==> src/rtl/fifo_sum_ctrl_pkg.sv <==
// Shared constants and types for the FIFO-sum controller slice.
package fifo_sum_ctrl_pkg;

    localparam int unsigned BYTE_W           = 8;
    localparam int unsigned SUM_W            = 10;
    localparam int unsigned DEF_COLS         = 50;
    localparam int unsigned DEF_ROWS         = 50;
    localparam int unsigned DEF_FIFO_DEPTH   = 64;
    localparam int unsigned STB_TO_SUM_LAT   = 3;

    typedef enum logic [1:0] {
        ROW_FILL_A,
        ROW_FILL_B,
        ROW_SUM
    } row_phase_e;

endpackage

==> src/rtl/fifo_sum_ctrl_sync_fifo.sv <==
// Single-clock FIFO with registered read data and occupancy-based full/empty.
module sync_fifo #(
    parameter int unsigned WIDTH = 8,
    parameter int unsigned DEPTH = 64
) (
    input  logic             clk,
    input  logic             rst_n,
    input  logic             wr_en,
    input  logic [WIDTH-1:0] din,
    input  logic             rd_en,
    output logic [WIDTH-1:0] dout,
    output logic             full,
    output logic             empty
);

    localparam int unsigned AW = (DEPTH > 1) ? $clog2(DEPTH) : 1;
    localparam int unsigned CW = $clog2(DEPTH + 1);

    logic [WIDTH-1:0] mem_q [DEPTH];
    logic [AW-1:0]    wr_ptr_q, wr_ptr_d;
    logic [AW-1:0]    rd_ptr_q, rd_ptr_d;
    logic [CW-1:0]    cnt_q, cnt_d;
    logic [WIDTH-1:0] dout_q, dout_d;
    logic             do_wr, do_rd;

    function automatic logic [AW-1:0] ptr_inc(input logic [AW-1:0] p);
        return (p == AW'(DEPTH - 1)) ? '0 : p + 1'b1;
    endfunction

    assign full  = (cnt_q == CW'(DEPTH));
    assign empty = (cnt_q == '0);
    assign dout  = dout_q;

    // Requests against full/empty are dropped so pointers never move illegally.
    always_comb begin
        do_wr    = wr_en && !full;
        do_rd    = rd_en && !empty;
        wr_ptr_d = do_wr ? ptr_inc(wr_ptr_q) : wr_ptr_q;
        rd_ptr_d = do_rd ? ptr_inc(rd_ptr_q) : rd_ptr_q;
        cnt_d    = cnt_q + CW'(do_wr) - CW'(do_rd);
        dout_d   = do_rd ? mem_q[rd_ptr_q] : dout_q;
    end

    always_ff @(posedge clk) begin
        if (do_wr) begin
            mem_q[wr_ptr_q] <= din;
        end
    end

    always_ff @(posedge clk or negedge rst_n) begin
        if (!rst_n) begin
            wr_ptr_q <= '0;
            rd_ptr_q <= '0;
            cnt_q    <= '0;
            dout_q   <= '0;
        end else begin
            wr_ptr_q <= wr_ptr_d;
            rd_ptr_q <= rd_ptr_d;
            cnt_q    <= cnt_d;
            dout_q   <= dout_d;
        end
    end

endmodule

==> src/rtl/fifo_sum_ctrl.sv <==
// Turns the UART byte stream into rows and emits 3-row column sums via two row FIFOs.
module fifo_sum_ctrl
    import fifo_sum_ctrl_pkg::*;
#(
    parameter int unsigned COLS       = DEF_COLS,
    parameter int unsigned ROWS       = DEF_ROWS,
    parameter int unsigned FIFO_DEPTH = DEF_FIFO_DEPTH
) (
    input  logic              sys_clk,
    input  logic              rst_n,
    input  logic              rx_valid,
    input  logic [BYTE_W-1:0] rx_data,
    output logic              sum_valid,
    output logic [SUM_W-1:0]  sum_data
);

    localparam int unsigned COL_W = (COLS > 1) ? $clog2(COLS) : 1;
    localparam int unsigned ROW_W = (ROWS > 1) ? $clog2(ROWS) : 1;
    localparam logic [COL_W-1:0] COL_LAST = COL_W'(COLS - 1);
    localparam logic [ROW_W-1:0] ROW_LAST = ROW_W'(ROWS - 1);

    if (FIFO_DEPTH < COLS) begin : g_depth_check
        $error("fifo_sum_ctrl: FIFO_DEPTH must be >= COLS");
    end

    logic              rv_meta_q, rv_prev_q;
    logic              byte_stb_q, byte_stb_d;
    logic [BYTE_W-1:0] byte_reg_q, byte_reg_d;
    logic [COL_W-1:0]  col_cnt_q, col_cnt_d;
    logic [ROW_W-1:0]  row_cnt_q, row_cnt_d;
    logic              rd_pend_q, rd_pend_d;
    logic              last_row_q, last_row_d;
    logic              sum_valid_q, sum_valid_d;
    logic [SUM_W-1:0]  sum_data_q, sum_data_d;
    row_phase_e        phase;

    logic              wr_a, wr_b, rd_en;
    logic [BYTE_W-1:0] din_a, din_b, dout_a, dout_b;
    logic              fifo_a_full, fifo_a_empty, fifo_b_full, fifo_b_empty;

    always_comb begin
        byte_stb_d = rv_meta_q && !rv_prev_q;
        byte_reg_d = byte_stb_d ? rx_data : byte_reg_q;

        col_cnt_d = col_cnt_q;
        row_cnt_d = row_cnt_q;
        if (byte_stb_q) begin
            if (col_cnt_q == COL_LAST) begin
                col_cnt_d = '0;
                row_cnt_d = (row_cnt_q == ROW_LAST) ? '0 : row_cnt_q + 1'b1;
            end else begin
                col_cnt_d = col_cnt_q + 1'b1;
            end
        end

        if (row_cnt_q == '0) begin
            phase = ROW_FILL_A;
        end else if (row_cnt_q == ROW_W'(1)) begin
            phase = ROW_FILL_B;
        end else begin
            phase = ROW_SUM;
        end

        rd_en      = byte_stb_q && (phase == ROW_SUM);
        rd_pend_d  = rd_en;
        // Sampled alongside the read so the row counter can advance independently.
        last_row_d = (row_cnt_q == ROW_LAST);

        wr_a  = (byte_stb_q && (phase == ROW_FILL_A)) || (rd_pend_q && !last_row_q);
        wr_b  = (byte_stb_q && (phase == ROW_FILL_B)) || (rd_pend_q && !last_row_q);
        din_a = rd_pend_q ? dout_b : byte_reg_q;
        din_b = byte_reg_q;

        sum_valid_d = rd_pend_q;
        sum_data_d  = rd_pend_q ? SUM_W'(dout_a) + SUM_W'(dout_b) + SUM_W'(byte_reg_q)
                                : sum_data_q;
    end

    // Edge-detect registers reset high so an idle-high rx_valid yields no byte.
    always_ff @(posedge sys_clk or negedge rst_n) begin
        if (!rst_n) begin
            rv_meta_q   <= 1'b1;
            rv_prev_q   <= 1'b1;
            byte_stb_q  <= 1'b0;
            byte_reg_q  <= '0;
            col_cnt_q   <= '0;
            row_cnt_q   <= '0;
            rd_pend_q   <= 1'b0;
            last_row_q  <= 1'b0;
            sum_valid_q <= 1'b0;
            sum_data_q  <= '0;
        end else begin
            rv_meta_q   <= rx_valid;
            rv_prev_q   <= rv_meta_q;
            byte_stb_q  <= byte_stb_d;
            byte_reg_q  <= byte_reg_d;
            col_cnt_q   <= col_cnt_d;
            row_cnt_q   <= row_cnt_d;
            rd_pend_q   <= rd_pend_d;
            last_row_q  <= last_row_d;
            sum_valid_q <= sum_valid_d;
            sum_data_q  <= sum_data_d;
        end
    end

    assign sum_valid = sum_valid_q;
    assign sum_data  = sum_data_q;

    sync_fifo #(.WIDTH(BYTE_W), .DEPTH(FIFO_DEPTH)) u_fifo_a (
        .clk   (sys_clk),
        .rst_n (rst_n),
        .wr_en (wr_a),
        .din   (din_a),
        .rd_en (rd_en),
        .dout  (dout_a),
        .full  (fifo_a_full),
        .empty (fifo_a_empty)
    );

    sync_fifo #(.WIDTH(BYTE_W), .DEPTH(FIFO_DEPTH)) u_fifo_b (
        .clk   (sys_clk),
        .rst_n (rst_n),
        .wr_en (wr_b),
        .din   (din_b),
        .rd_en (rd_en),
        .dout  (dout_b),
        .full  (fifo_b_full),
        .empty (fifo_b_empty)
    );

    a_no_ovf_a: assert property (@(posedge sys_clk) disable iff (!rst_n) !(wr_a && fifo_a_full));
    a_no_ovf_b: assert property (@(posedge sys_clk) disable iff (!rst_n) !(wr_b && fifo_b_full));
    a_no_udf:   assert property (@(posedge sys_clk) disable iff (!rst_n)
                                 !(rd_en && (fifo_a_empty || fifo_b_empty)));

endmodule

==> config.mk <==
export PLATFORM = sky130hd
export DESIGN_NAME = fifo_sum_ctrl
export DESIGN_NICKNAME = d
export VERILOG_FILES = /design/src/rtl/fifo_sum_ctrl_pkg.sv /design/src/rtl/fifo_sum_ctrl_sync_fifo.sv /design/src/rtl/fifo_sum_ctrl.sv
export SDC_FILE = /design/constraint.sdc
export NUM_CORES = 1
export LEC_CHECK = 0
export ABC_AREA = 1
export BUFFER_PORTS_ARGS = -buffer_cell sky130_fd_sc_hd__buf_4
export CAP_MARGIN = 40
export CORE_ASPECT_RATIO = 0.75
export CORE_MARGIN = 2
export CORE_UTILIZATION = 30
export DETAILED_ROUTE_END_ITERATION = 10
export HOLD_SLACK_MARGIN = 0.03
export PLACE_DENSITY = 0.56
export SLEW_MARGIN = 25
export SYNTH_ARGS = -nofsm -noshare
export SYNTH_HDL_FRONTEND = slang
export SYNTH_SLANG_ARGS = --single-unit
==> constraint.sdc <==
create_clock -name sys_clk -period 13.84 [get_ports sys_clk]
set_input_delay 1.384 -clock sys_clk [delete_from_list [all_inputs] [get_ports sys_clk]]
set_output_delay 1.384 -clock sys_clk [all_outputs]
set_load 0.02 [all_outputs]
# Yosys cells after proc, flatten, opt, wreduce, memory -nomap -nowiden
# Memories as Yosys holds them, arrays and structs flattened. A register that Yosys moved wholly into a read port is not among the register bits.
# Cells that the tools add are included.
[word_totals]
ff_bits = 74
latch_bits = 0
ramBits = 1024
rom_bits = 0
input_bits = 11
output_inout_bits = 11
elab_cells = 78
memories = 2
[memory_table]
columns = ["name", "words", "width", "rd", "rd_ports_with_merged_regs", "wr", "line_no", "source"]
rows = [
  ["u_fifo_a.mem_q", 64, 8, 1, 1, 1, "fifo_sum_ctrl_sync_fifo.sv:19", "logic [WIDTH-1:0] mem_q [DEPTH];"],
  ["u_fifo_b.mem_q", 64, 8, 1, 1, 1, "fifo_sum_ctrl_sync_fifo.sv:19", ""],
]
[op_classes]
add_sub_neg = 12
multipliers = 0
div = 0
order_cmp = 0
n_eq_ne = 11
shifts = 0
mux = 13
bitwise_logic = 0
reduce_logical = 24
[op_table]
columns = ["operator", "n"]
rows = [
  ["$add A6 B1 Y6 const B", 6],
  ["$eq A6 B6 Y1 const B", 6],
  ["$mux W6", 6],
  ["$add A7 B1 Y7", 2],
  ["$eq A7 B7 Y1 const B", 2],
  ["$logic_not A7 Y1", 2],
  ["$sub A7 B1 Y7", 2],
  ["$add A9 B8 Y10", 1],
  ["$add A8 B8 Y9", 1],
  ["$logic_and A1 B1 Y1", 9],
  ["$logic_not A1 Y1", 8],
  ["$mux W8", 1],
  ["$eq A6 B1 Y1 const B", 1],
  ["$logic_not A6 Y1", 1],
  ["$mux W1", 4],
  ["$mux W2", 2],
  ["$eq A2 B1 Y1 const B", 1],
  ["$eq A2 B2 Y1 const B", 1],
  ["$logic_not A2 Y1", 1],
  ["$logic_or A1 B1 Y1", 2],
  ["$reduce_and A2 Y1", 1],
]

# Logic depth before layout (Yosys ltp)
[logic_depth]
ltp_word = 9
depth_mapped = 18
mapped_depth_nobuf = 17

# Cells and area by module
# Synthesis repeated with hierarchy kept, for this count alone.
[hier_totals]
hier_cells = 4142
area_unflattened_um2 = 46482.1
[modules_own_cells]
columns = ["mod", "n_inst", "cells_each", "area_per_inst_um2", "seq_area_each_um2"]
rows = [
  ["sync_fifo at u_fifo_a", 1, 1933, 22150.0, 16050.4],
  ["sync_fifo at u_fifo_b", 1, 1933, 22127.5, 16050.4],
  ["fifo_sum_ctrl", 1, 276, 2204.6, 903.4],
]

# Least setup slack after synthesis
# Ideal clock, no wire load.
[synth_path]
path_type = "register to register"
from = "reg byte_reg_q[0]"
to = "mem u_fifo_a.mem_q[0][0], data pin"
setup_ps = 703
t_arrival_ps = 3841
t_required_ps = 13137
slack_ps = 9296
stages_incl_launch_ff = 3
n_path_buf = 0
cell_sequence = "dfrtp_1 inv_1 o21ai_0"
[synth_via]
elab_chain_len = 1
[synth_lines]
columns = ["element", "line_no", "source"]
rows = [
  ["from (decl)", "fifo_sum_ctrl.sv:28", "logic [BYTE_W-1:0] byte_reg_q, byte_reg_d;"],
  ["from (signal assigned)", "fifo_sum_ctrl.sv:96", "byte_reg_q <= byte_reg_d;"],
  ["$mux W8", "fifo_sum_ctrl.sv:71", "din_a = rd_pend_q ? dout_b : byte_reg_q;"],
  ["via din_a[0]", "fifo_sum_ctrl.sv:38", "logic [BYTE_W-1:0] din_a, din_b, dout_a, dout_b;"],
  ["to (decl)", "fifo_sum_ctrl_sync_fifo.sv:19", ""],
]
# The timed path passes the listed nets, and every way through them passes these cells.

# Final worst setup path
[layout_path]
from = "reg row_cnt_q[0]"
to = "reg u_fifo_a.cnt_q[6]"
[layout_rtl]
columns = ["element", "line_no", "source"]
rows = [
  ["from (decl)", "fifo_sum_ctrl.sv:30", "logic [ROW_W-1:0] row_cnt_q, row_cnt_d;"],
  ["from (signal assigned)", "fifo_sum_ctrl.sv:98", "row_cnt_q <= row_cnt_d;"],
  ["$eq A6 B1 Y1", "fifo_sum_ctrl.sv:58", "end else if (row_cnt_q == ROW_W'(1)) begin"],
  ["$mux W2", "fifo_sum_ctrl.sv:58", ""],
  ["$mux W2 *", "fifo_sum_ctrl.sv:56", "if (row_cnt_q == '0) begin"],
  ["$eq A2 B2 Y1 *", "fifo_sum_ctrl.sv:64", "rd_en = byte_stb_q && (phase == ROW_SUM);"],
  ["$logic_and A1 B1 Y1 *", "fifo_sum_ctrl.sv:64", ""],
  ["via rd_en", "fifo_sum_ctrl.sv:37", "logic wr_a, wr_b, rd_en;"],
  ["$logic_and A1 B1 Y1 *", "fifo_sum_ctrl_sync_fifo.sv:37", "do_rd = rd_en && !empty;"],
  ["$sub A7 B1 Y7 *", "fifo_sum_ctrl_sync_fifo.sv:40", "cnt_d = cnt_q + CW'(do_wr) - CW'(do_rd);"],
  ["via u_fifo_a.cnt_d[6]", "fifo_sum_ctrl_sync_fifo.sv:22", "logic [CW-1:0] cnt_q, cnt_d;"],
  ["to (signal assigned)", "fifo_sum_ctrl_sync_fifo.sv:59", "cnt_q <= cnt_d;"],
  ["to (decl)", "fifo_sum_ctrl_sync_fifo.sv:22", ""],
]
# Mark *: on every way through the listed nets, which the timed path passes. The rest lies on a longest branch.
# A chain may end at the register's enable or synchronous reset.

==> metrics.cfg <==
[setup_path]
r2r_cells=17
cp.required_ns=14.44
cp_max_fo=14
cp-end-kind=register
crit_type=reg2reg
arrival_ns=4.25
cp-start-kind=register

[floorplanning]
die-area_mm2=0.158
rows=124
io-pin-count=22
coreArea_mm2=0.153
die_h_um=345
fp.dieW_um=458
start_util=0.303

[clock_network]
cts-hold-fix-buffers=0
clock_path_buffers=3
clock_sinks=1114
cts.repair.resized=0
clk_latency_ns=0.73
htreeDepth=3
clockRootBuffer=clkbuf_16
numCtsBuffers=105
post_cts.repair.setup_buffers=0
clk_pin_slew_ns=0.07
cts_tree=yes

[placed_design]
globalplace.congestion=0.846
dp_hpwl_um=71800
io_buffers=21

[layout]
final_util=0.343
drive_gt1_frac=0.0766
fillers=15139
multi_input_area_mm2=0.0120
seqCellArea_mm2=0.0330
antenna_cells=0
syn2layout_area_growth_pct=13.2
num-nets-final=4180

[synthesis]
syn_nets=4179
synth_edf_count=1024
synth_warnings=0
ys_types=41
synth_top_area_frac=0.662
synthFlopType=edfxtp_1
yosysMostFrequentCell=nand2_1
yosys-top-cells-area=edfxtp_1 (66%), nand2_1 (13%), nand3_1 (6.9%)
ys_top_cells_by_count=nand2_1 (1585), edfxtp_1 (1024), nand3_1 (641), nor2_1 (185), a21oi_1 (148)
ys_seq_elements=1114
syn_inst=4123
ys_seq_area_frac=0.711
synth-async-reset-ratio=0.0808
syn_area_per_cell_um2=11.3
yosysTopAreaCell=edfxtp_1
synth_area_mm2=0.0464

[route]
drt_pass1_iterations=6
avgViaCountPerCell=4.83
drc=0
wl_um=124000
routedWlPerCell_um=19.9
vias=30120
drt_first_iter_violations=3505
postRouteAntennaNets=0

[global_route]
grt_pass1_wl_um=185000
grt_pass1_vias=28108
grt_overflow=0
grt_max_degree=192
grt.total_usage=0.155
antenna_found_initial=1

[power]
vdd_ir_drop_max_mv=0.112
p_leak_nw=19.3
power-per-cell-area_mw_per_mm2=138

[timing]
fin_crit_ns=3.65
rsz0062_at_grt=no
fmax_ghz=0.274
tightest_slew_ns=1.03
hold_violations=0
timing.final.crit_share=0.264
skew_ns=0.0357
slew_viol_final=0
setup-tns-final_ns=0
setup_violations=0
maxSlewHeadroom=0.315

[hold_path]
hp-class=reg2reg
holdPathStages=0

[flow_run]
max-cap-violations=0

[outcome]
outcome=finished, final reports clean

[routing by layer]
| layer | routed length (um) | up-vias | share of wire | track usage |
|---|---|---|---|---|
| li1 | - | 14184 | - | - |
| met1 | 59000 | 14724 | 0.48 | 0.236 |
| met2 | 52900 | 1035 | 0.43 | 0.225 |
| met3 | 8980 | 177 | 0.073 | 0.0266 |
| met4 | 2890 | 0 | 0.023 | 0.0410 |
| met5 | 0 | - | 0 | 0 |
[cell families (layout without fill, tap and decap cells)]
family	after synthesis	in the layout	share of synthesized area
xor+xnor	24	24	0.00453
buf+inv	305	396	0.0305
fa+ha+maj	45	45	0.0139
simple gates	2453	2453	0.220
compound gates	182	182	0.0201
flops	1114	1114	0.711
[registers in the layout, summed over array words and instances (netlist names), 6 cells and up]
name               count
u_fifo_a.rd_ptr_q      6
u_fifo_b.rd_ptr_q      6
u_fifo_a.cnt_q         7
u_fifo_b.dout          8
col_cnt_q              6
u_fifo_a.mem_q       512
row_cnt_q              6
u_fifo_b.wr_ptr_q      6
u_fifo_a.dout          8
u_fifo_a.wr_ptr_q      6
u_fifo_b.mem_q       512
u_fifo_b.cnt_q         7
sum_data              10
byte_reg_q             8
[layout by cell type, fill, tap and decap left out, types with 3 or more instances in the layout]
| cell | synthesis | final |
|---|---|---|
| nand2_1 | 1585 | 1578 |
| edfxtp_1 | 1024 | 1024 |
| nand3_1 | 641 | 641 |
| nor2_1 | 185 | 184 |
| a21oi_1 | 148 | 148 |
| clkbuf_16 | 0 | 107 |
| buf_4 | 24 | 84 |
| dfrtp_1 | 88 | 76 |
| inv_1 | 74 | 72 |
| ha_1 | 34 | 34 |
| clkinv_2 | 1 | 26 |
| clkinv_1 | 7 | 26 |
| xor2_1 | 23 | 23 |
| o21ai_0 | 21 | 20 |
| clkbuf_1 | 53 | 19 |
| nor3_1 | 16 | 14 |
| nand2_2 | 4 | 11 |
| fa_1 | 11 | 11 |
| buf_12 | 0 | 11 |
| dfrtp_2 | 0 | 10 |
| bufinv_16 | 0 | 10 |
| clkbuf_8 | 0 | 7 |
| buf_16 | 0 | 6 |
| inv_2 | 7 | 5 |
| inv_6 | 0 | 5 |
| o21ai_1 | 4 | 4 |
| nand4_4 | 4 | 4 |
| nand4_2 | 4 | 4 |
| nand4_1 | 4 | 4 |
| buf_8 | 0 | 4 |
| nor2_4 | 3 | 3 |
| nor3_2 | 1 | 3 |
| a31oi_1 | 3 | 3 |
| inv_16 | 0 | 3 |
| clkinvlp_4 | 0 | 3 |
[worst paths after layout]
| check | from | to | slack (ns) |
|---|---|---|---|
| setup / recovery | row_cnt_q[0] | u_fifo_a.cnt_q[6] | 10.19 |
| hold / removal | rv_meta_q | rv_prev_q | 0.37 |
| setup reg to reg | row_cnt_q[0] | u_fifo_a.cnt_q[6] | 10.19 |
| hold reg to reg | rv_meta_q | rv_prev_q | 0.37 |
| max in group asynchronous | rst_n | u_fifo_b.rd_ptr_q[0] | 12.06 |
| min in group asynchronous | rst_n | col_cnt_q[5] | 0.69 |
[power by group]
part	internal [mW]	leakage [nW]	total (mW)	switching [mW]
Combinational	0.106	7.14	0.429	0.323
Clock	1.65	1.71	2.96	1.31
Sequential	3.80	10.5	3.85	0.0473
Total	5.56	19.3	7.24	1.68
[layout make-up]
class / instances / area share
clock buffer: 133 / 0.0542
clock inverter: 64 / 0.0120
sequential: 1114 / 0.629
tap: 2016 / 0.0480
multi-input combinational: 2704 / 0.229
timing repair buffer: 109 / 0.0212
inverter: 90 / 0.00674
[critical path: stages (launching register included)]
cell     delay [ns]
dfrtp_1        0.40
inv_1          0.08
ha_1           0.19
nand3_1        0.11
nand2_1        0.06
nor2_1         0.20
nand2_1        0.30
inv_1          0.40
ha_1           0.30
inv_1          0.07
ha_1           0.17
inv_1          0.07
fa_1           0.43
o21ai_0        0.32
a21oi_1        0.12
nor2_1         0.12
nor2_1         0.06
xor2_1         0.13
[stage by stage]
step | worst slack [ns] | std cells | hold slack [ns] | power [mW] | cell area (um^2)
after global placement | 9.93 | 5985 | 0.356 | 4.32 | 48400
after CTS | 10.17 | 6204 | 0.371 | 7.27 | 52200
after detailed placement | 10.22 | 6007 | 0.371 | 4.33 | 48700
after global routing | 9.77 | 6230 | 0.376 | 7.47 | 52500
after floorplan | 9.30 | 4123 | 0.354 | 4.14 | 46400
final | 10.19 | 6230 | 0.369 | 7.24 | 52500
Power figures use the tool's default switching activity.
